## src/rtl/rv32_memory_arbiter.sv

```systemverilog
// Two-port (core/aux) arbiter in front of a single-ported memory with 1-cycle read latency.
// Define RV32_MEM_ARB_RR_EN for round-robin tie-breaking; the default gives core fixed priority.
`timescale 1ns/1ps
module rv32_memory_arbiter #(
  parameter int unsigned MAX_LOCK = 4
) (
  input  logic        clk_i,
  input  logic        rst_n_i,
  // Core port
  input  logic        core_req_i,
  input  logic [3:0]  core_we_i,
  input  logic [31:0] core_addr_i,
  input  logic [31:0] core_wdata_i,
  output logic        core_gnt_o,
  output logic        core_stall_o,
  output logic        core_rvalid_o,
  output logic [31:0] core_rdata_o,
  // Aux port
  input  logic        aux_req_i,
  input  logic        aux_lock_i,
  input  logic [3:0]  aux_we_i,
  input  logic [31:0] aux_addr_i,
  input  logic [31:0] aux_wdata_i,
  output logic        aux_gnt_o,
  output logic        aux_rvalid_o,
  output logic [31:0] aux_rdata_o,
  // Memory port
  output logic        mem_en_o,
  output logic [3:0]  mem_we_o,
  output logic [31:0] mem_addr_o,
  output logic [31:0] mem_wdata_o,
  input  logic [31:0] mem_rdata_i
);

  localparam int unsigned CntW = $clog2(MAX_LOCK + 1);
  localparam logic [CntW-1:0] LockMax = CntW'(MAX_LOCK);

  typedef enum logic [1:0] {StIdle, StCore, StAux, StAuxLocked} state_e;

  state_e          state_q, state_d;
  logic [CntW-1:0] lock_cnt_q, lock_cnt_d;
  logic            rd_core_q, rd_aux_q;
  logic            gnt_core, gnt_aux;
  logic            core_wins;
  logic            locked;

`ifdef RV32_MEM_ARB_RR_EN
  logic last_aux_q;  // 1 when aux held the most recent grant
  assign core_wins = last_aux_q;
`else
  assign core_wins = 1'b1;
`endif

  assign locked = (state_q == StAuxLocked) && aux_req_i && aux_lock_i;

  always_comb begin
    gnt_core = 1'b0;
    gnt_aux  = 1'b0;
    if (!rst_n_i) begin
      gnt_core = 1'b0;
    end else if (locked) begin
      // Starvation guard: after MAX_LOCK locked grants a waiting core gets one slot
      if ((lock_cnt_q == LockMax) && core_req_i) begin
        gnt_core = 1'b1;
      end else begin
        gnt_aux = 1'b1;
      end
    end else if (core_req_i && aux_req_i) begin
      gnt_core = core_wins;
      gnt_aux  = ~core_wins;
    end else begin
      gnt_core = core_req_i;
      gnt_aux  = aux_req_i;
    end
  end

  always_comb begin
    state_d    = StIdle;
    lock_cnt_d = '0;
    if (gnt_core) begin
      state_d = StCore;
    end else if (gnt_aux && aux_lock_i) begin
      state_d    = StAuxLocked;
      lock_cnt_d = (lock_cnt_q == LockMax) ? lock_cnt_q : lock_cnt_q + CntW'(1);
    end else if (gnt_aux) begin
      state_d = StAux;
    end
  end

  always_ff @(posedge clk_i) begin
    if (!rst_n_i) begin
      state_q    <= StIdle;
      lock_cnt_q <= '0;
      rd_core_q  <= 1'b0;
      rd_aux_q   <= 1'b0;
`ifdef RV32_MEM_ARB_RR_EN
      last_aux_q <= 1'b1;
`endif
    end else begin
      state_q    <= state_d;
      lock_cnt_q <= lock_cnt_d;
      rd_core_q  <= gnt_core && (core_we_i == 4'h0);
      rd_aux_q   <= gnt_aux && (aux_we_i == 4'h0);
`ifdef RV32_MEM_ARB_RR_EN
      if (gnt_core) begin
        last_aux_q <= 1'b0;
      end else if (gnt_aux) begin
        last_aux_q <= 1'b1;
      end
`endif
    end
  end

  always_comb begin
    mem_en_o    = 1'b0;
    mem_we_o    = 4'h0;
    mem_addr_o  = 32'h0;
    mem_wdata_o = 32'h0;
    if (gnt_core) begin
      mem_en_o    = 1'b1;
      mem_we_o    = core_we_i;
      mem_addr_o  = core_addr_i;
      mem_wdata_o = core_wdata_i;
    end else if (gnt_aux) begin
      mem_en_o    = 1'b1;
      mem_we_o    = aux_we_i;
      mem_addr_o  = aux_addr_i;
      mem_wdata_o = aux_wdata_i;
    end
  end

  // Gating with rst_n_i keeps a read issued just before reset from surfacing
  assign core_gnt_o    = gnt_core;
  assign aux_gnt_o     = gnt_aux;
  assign core_stall_o  = rst_n_i & core_req_i & ~gnt_core;
  assign core_rvalid_o = rst_n_i & rd_core_q;
  assign aux_rvalid_o  = rst_n_i & rd_aux_q;
  assign core_rdata_o  = core_rvalid_o ? mem_rdata_i : 32'h0;
  assign aux_rdata_o   = aux_rvalid_o ? mem_rdata_i : 32'h0;

endmodule

```

## config.mk

```make
export PLATFORM = sky130hd
export DESIGN_NAME = rv32_memory_arbiter
export DESIGN_NICKNAME = d
export VERILOG_FILES = /design/src/rtl/rv32_memory_arbiter.sv
export SDC_FILE = /design/constraint.sdc
export NUM_CORES = 1
export LEC_CHECK = 0
export CAP_MARGIN = 40
export CORE_AREA = 5 5 119 121
export CTS_BUF_LIST = sky130_fd_sc_hd__clkbuf_4 sky130_fd_sc_hd__clkbuf_8
export DETAILED_ROUTE_END_ITERATION = 16
export DIE_AREA = 0 0 124 126
export GPL_ROUTABILITY_DRIVEN = 0
export HOLD_SLACK_MARGIN = 0.06
export PLACE_DENSITY = 0.62
export SLEW_MARGIN = 20
export SYNTH_ARGS = -nofsm -noshare
export SYNTH_HDL_FRONTEND = slang
export SYNTH_SLANG_ARGS = --single-unit
```

## constraint.sdc

```tcl
create_clock -name clk_i -period 2.6 [get_ports clk_i]
set_input_delay 0.65 -clock clk_i [delete_from_list [all_inputs] [get_ports clk_i]]
set_output_delay 0.65 -clock clk_i [all_outputs]
set_load 0.05 [all_outputs]
```

# Word-level counts from Yosys, hierarchy flattened
# Index checks and enable logic that the tools add are counted.
# W data, S select, Z words.
# classes
bitwise_logic	7
muxes	21
n_eq_ne	2
n_addsub	1
shift	0
div_mod_pow	0
magnitude_cmp	0
reduce_logical	11
mul	0
# op_table
cell	count
$mux W32	6
$mux W1	11
$logic_not A4 Y1	2
$mux W4	2
$logic_and A1 B1 Y1	7
$and A1 B1 Y1	4
$mux W2	2
$add A3 B1 Y3 const B	1
$eq A3 B3 Y1 const B	1
$not A1 Y1	3
$reduce_or A3 Y1	1
$eq A2 B2 Y1 const B	1
$reduce_or A2 Y1	1
# totals
out_inout_bits	138
regBits	7
mem_bits_rw	0
latchBits	0
mem_count	0
rom_bits	0
elab_cells	47

# Longest topological paths before layout
# Gate-level depths: netlist of the first run.
# depth
word_depth	8
mapped_depth	7
ltp_nobuf	5

# Worst setup path before layout of the first run
# OpenSTA, ideal clock, no wires.
# synth_timing
kind	input to output
start	in rst_n_i
end	out core_stall_o
required_time_ns	1.950
t_arrival_ns	2.529
path_buffers	2
setup_slack_ns	-0.579
cell_stages	4
cell_sequence	buf_2 -> buf_2 -> nand2_1 -> nor4_1
# synth_between
elab_chain_len	3
word_cells_on_any_way	4
classes_between	mux: 1; bitwise: 3
# synth_lines
element	line	text
from (decl)	8	input logic rst_n_i,
$mux W1	59	if (!rst_n_i) begin
$not A1 Y1	135	assign core_stall_o = rst_n_i & core_req_i & ~gnt_core;
$and A1 B1 Y1 (*)	135	
to (decl)	15	output logic core_stall_o,
# Mark *: on every way between the ends. The rest lies on a longest branch, timed or not.

# Worst setup path after layout of the first run
# layout_timing
start	reg lock_cnt_q[0]
end	out mem_addr_o[1]
# layout_between
elab_chain_len	7
word_cells_on_any_way	10
classes_between	eq/ne: 1; mux: 8; reduce/logical: 1
# layout_lines
element	line	text
from (decl)	41	logic [CntW-1:0] lock_cnt_q, lock_cnt_d;
from (signal assigned)	101	lock_cnt_q <= lock_cnt_d;
$eq A3 B3 Y1 (*)	63	if ((lock_cnt_q == LockMax) && core_req_i) begin
$logic_and A1 B1 Y1 (*)	63	
$mux W1	63	
$mux W1	61	end else if (locked) begin
$mux W1	59	
$mux W32	124	end else if (gnt_aux) begin
$mux W32 (*)	119	if (gnt_core) begin
to (decl)	30	output logic [31:0] mem_addr_o,
# Marked as above.

==> metrics.cfg, run 1 <==
[status]
status = complete, no violations

[detailed_routing]
drc = 0
viasPerCell = 4.568
ant_nets = 0
vias = 3810
drt_first_iter_violations = 128
dr.pass1.iters = 4
routedWlPerCell_um = 18.29
finalWirelength_um = 15260

[cells_and_area]
final_cell_area_sq_mm = 0.006695
synthToLayoutAreaGrowth_pct = 249.5
layout.cells.non_filler = 834
drive_gt1_share_pct = 37.84
diodes = 0
fin_util_pct = 51.58
nNetsFinal = 834

[power_and_ir_drop]
p_switching_uw = 588.2
power_mw = 1.317
power_frac_seq_pct = 8.5
p_per_area_mw_per_mm2 = 196.6
pwr-share-comb_pct = 80.1
pwr-share-clk_pct = 11.5
ir_worst_vdd_mv = 0.1490
swShare_pct = 44.68
total_leakage_power_nw = 2.954
p_int_uw = 728.3

[timing]
slew_headroom_pct = 78.69
max_freq_ghz = 0.3921
worst_hold_slack_ns = 0.6081
rsz0062_at_grt = yes
tightest_slew_ns = 0.3197
maxSlewViolCount = 0
period_needed_ns = 2.550
setup_viol = 0
setup_ws_ns = 0.04989
hold_viol = 0
tns_ns = 0
layout_worst_path_cycle_share_pct = 98.08
fin_worst_skew_ns = 0.006262

[hold_path]
hp-class = flip-flop to flip-flop

[setup_path]
crit_path_end_kind = output port
cp.required_ns = 1.95
criticalPathCategory = flip-flop to output port
path_max_fanout = 5
critPathLaunchType = flip-flop
cp_data_arrival_time_ns = 1.90

[clocking]
root_buffer = clkbuf_8
cts_buffer_depth = 2
clock_sink_count = 7
path_clk_slew_ns = 0.04
clk_latency_ns = 0.23
cts_tree = done
htree_levels = 1
cts_made_buffers = 3
cts_hold_buf = 0

[die]
io_pins = 311
fp-row-count = 42
die_y_um = 126
die-area_sq_mm = 0.01562
initial_utilization_pct = 14.76
core_sq_mm = 0.01298
die_w_um = 124

[yosys]
syn_area_per_cell_sq_um = 5.411
synthesis.nets = 529
seq_area_frac_synth_pct = 7.315
ys_ff_latch = 7
synth_top_area_share_pct = 27.63
netlist-cell-type-count = 26
synth_top_area_cell = nand2_1
postSynthCellCount = 354
yosysWarnings = 0
synthTopCellsByArea = nand2_1 (28%), o22ai_1 (22%), and3_1 (21%), dfxtp_1 (7.3%), clkbuf_1 (5.7%)
syn_area_sq_mm = 0.001916

[placement]
hpwl_um = 11910
place_inst = 816
portBuffers = 310
dp_slack_ns = -0.3900
postPlaceCellArea_sq_mm = 0.006205

[global_route]
overflow = 0
grt_max_degree = 46
track_usage_pct = 17.41
antenna_found_initial = 1
grt_pass1_wl_um = 21110
grt_pass1_vias = 3842

[job]
drv_cap = 0

repair_timing:
item	CTS	global route
buffers inserted	5	1
pin swaps	1	2
resized for setup	58	4
setup endpoints to repair	71	55
cloned	6	2
cell usage in the layout (no fill, tap or decap), types with 2 or more instances in the layout:
cell type / count
and3_1: 64
o22ai_1: 7
buf_12: 77
buf_4: 44
nor3_1: 5
and2_1: 3
and2_4: 2
clkbuf_8: 3
or4_1: 2
nand2_1: 140
clkbuf_16: 2
dfxtp_2: 2
clkdlybuf4s50_1: 168
buf_16: 6
o22ai_2: 61
dfxtp_1: 5
buf_6: 42
inv_1: 3
routing by layer:
metal	global-route usage [%]	up-vias	wire length, um
met3	5.830	17	1702
met1	17.63	1729	5198
met2	33.85	206	8081
met5	0	-	13
met4	3.608	2	261
li1	-	1856	-
Yosys cell counts:
library cell and number:
nand2_1 141, o22ai_1 68, and3_1 64, clkbuf_1 29, buf_2 11, dfxtp_1 7, and2_1 5, nor3_1 5
inv_1 3, buf_6 2, ha_1 2, nor2b_1 2, or4_1 2, a21boi_0 1, a21oi_1 1, a32oi_2 1
buf_4 1, mux2i_1 1, nand3b_1 1, nor2_1 1, nor3b_1 1, nor4_1 1, o21a_1 1, o21ai_0 1
o31ai_4 1, xnor2_1 1
path summary, 6_finish.rpt:
kind | slack, ns | cells past startpoint | start | end
hold / removal | 0.61 | 3 | lock_cnt_q[0] | lock_cnt_q[0]
setup / recovery | 0.05 | 8 | lock_cnt_q[0] | mem_addr_o[1]
hold reg to reg | 0.61 | 3 | lock_cnt_q[0] | lock_cnt_q[0]
setup reg to reg | 1.02 | 7 | lock_cnt_q[0] | rd_aux_q
power by group through the flow:
| stage | combinational (mW) | sequential, mW | clock [mW] |
|---|---|---|---|
| 5_1_grt | 1.10 | 0.112 | 0.160 |
| 2_1_floorplan | 0.497 | 0.113 | 0 |
| 3_3_place_gp | 0.948 | 0.113 | 0 |
| 3_5_place_dp | 0.959 | 0.113 | 0 |
| 6_report | 1.05 | 0.111 | 0.151 |
| 4_1_cts | 1.05 | 0.111 | 0.155 |
cell families (layout without fill, tap and decap cells):
logic type,after synthesis,count (layout),synth area share (%)
AND/OR/NAND/NOR,223,223,54.21
AO/OA/AOI/OAI,74,74,25.47
buffers and inverters,46,350,10.71
flip-flops,7,7,7.315
adder cells (fa/ha/maj),2,2,1.306
XOR/XNOR,1,1,0.4573
multiplexers,1,1,0.5226
critical path: stages, from the launching register on:
cell,delay [ns]
dfxtp_2,0.32
inv_1,0.06
ha_2,0.19
and2_4,0.17
o31ai_4,0.24
buf_6,0.18
bufbuf_16,0.27
o22ai_2,0.09
buf_6,0.16
final cells by class:
cell class | count | area [sq um]
inverters | 3 | 11.26
well taps | 176 | 220.2
fillers | 1205 | 6285
repair buffers | 343 | 4293
clock inverters | 1 | 5.005
multi-input cells | 301 | 1982
flip-flops and latches | 7 | 142.6
clock buffers | 3 | 41.29
state kept, by name, summed over array words and instances (netlist names):
signal      cells
lock_cnt_q      3
state_q         2
rd_aux_q        1
rd_core_q       1
Power figures use the tool's default switching activity.
==> inputs of run 2 (changes only) <==
--- a/config.mk
+++ b/config.mk
@@ -13,7 +13,7 @@
 export GPL_ROUTABILITY_DRIVEN = 0
 export HOLD_SLACK_MARGIN = 0.06
 export PLACE_DENSITY = 0.62
-export SLEW_MARGIN = 20
+export SLEW_MARGIN = 0
 export SYNTH_ARGS = -nofsm -noshare
 export SYNTH_HDL_FRONTEND = slang
 export SYNTH_SLANG_ARGS = --single-unit
==> results of run 2 <==
The final DEF is identical to that of run 1; final timing and power are the same.
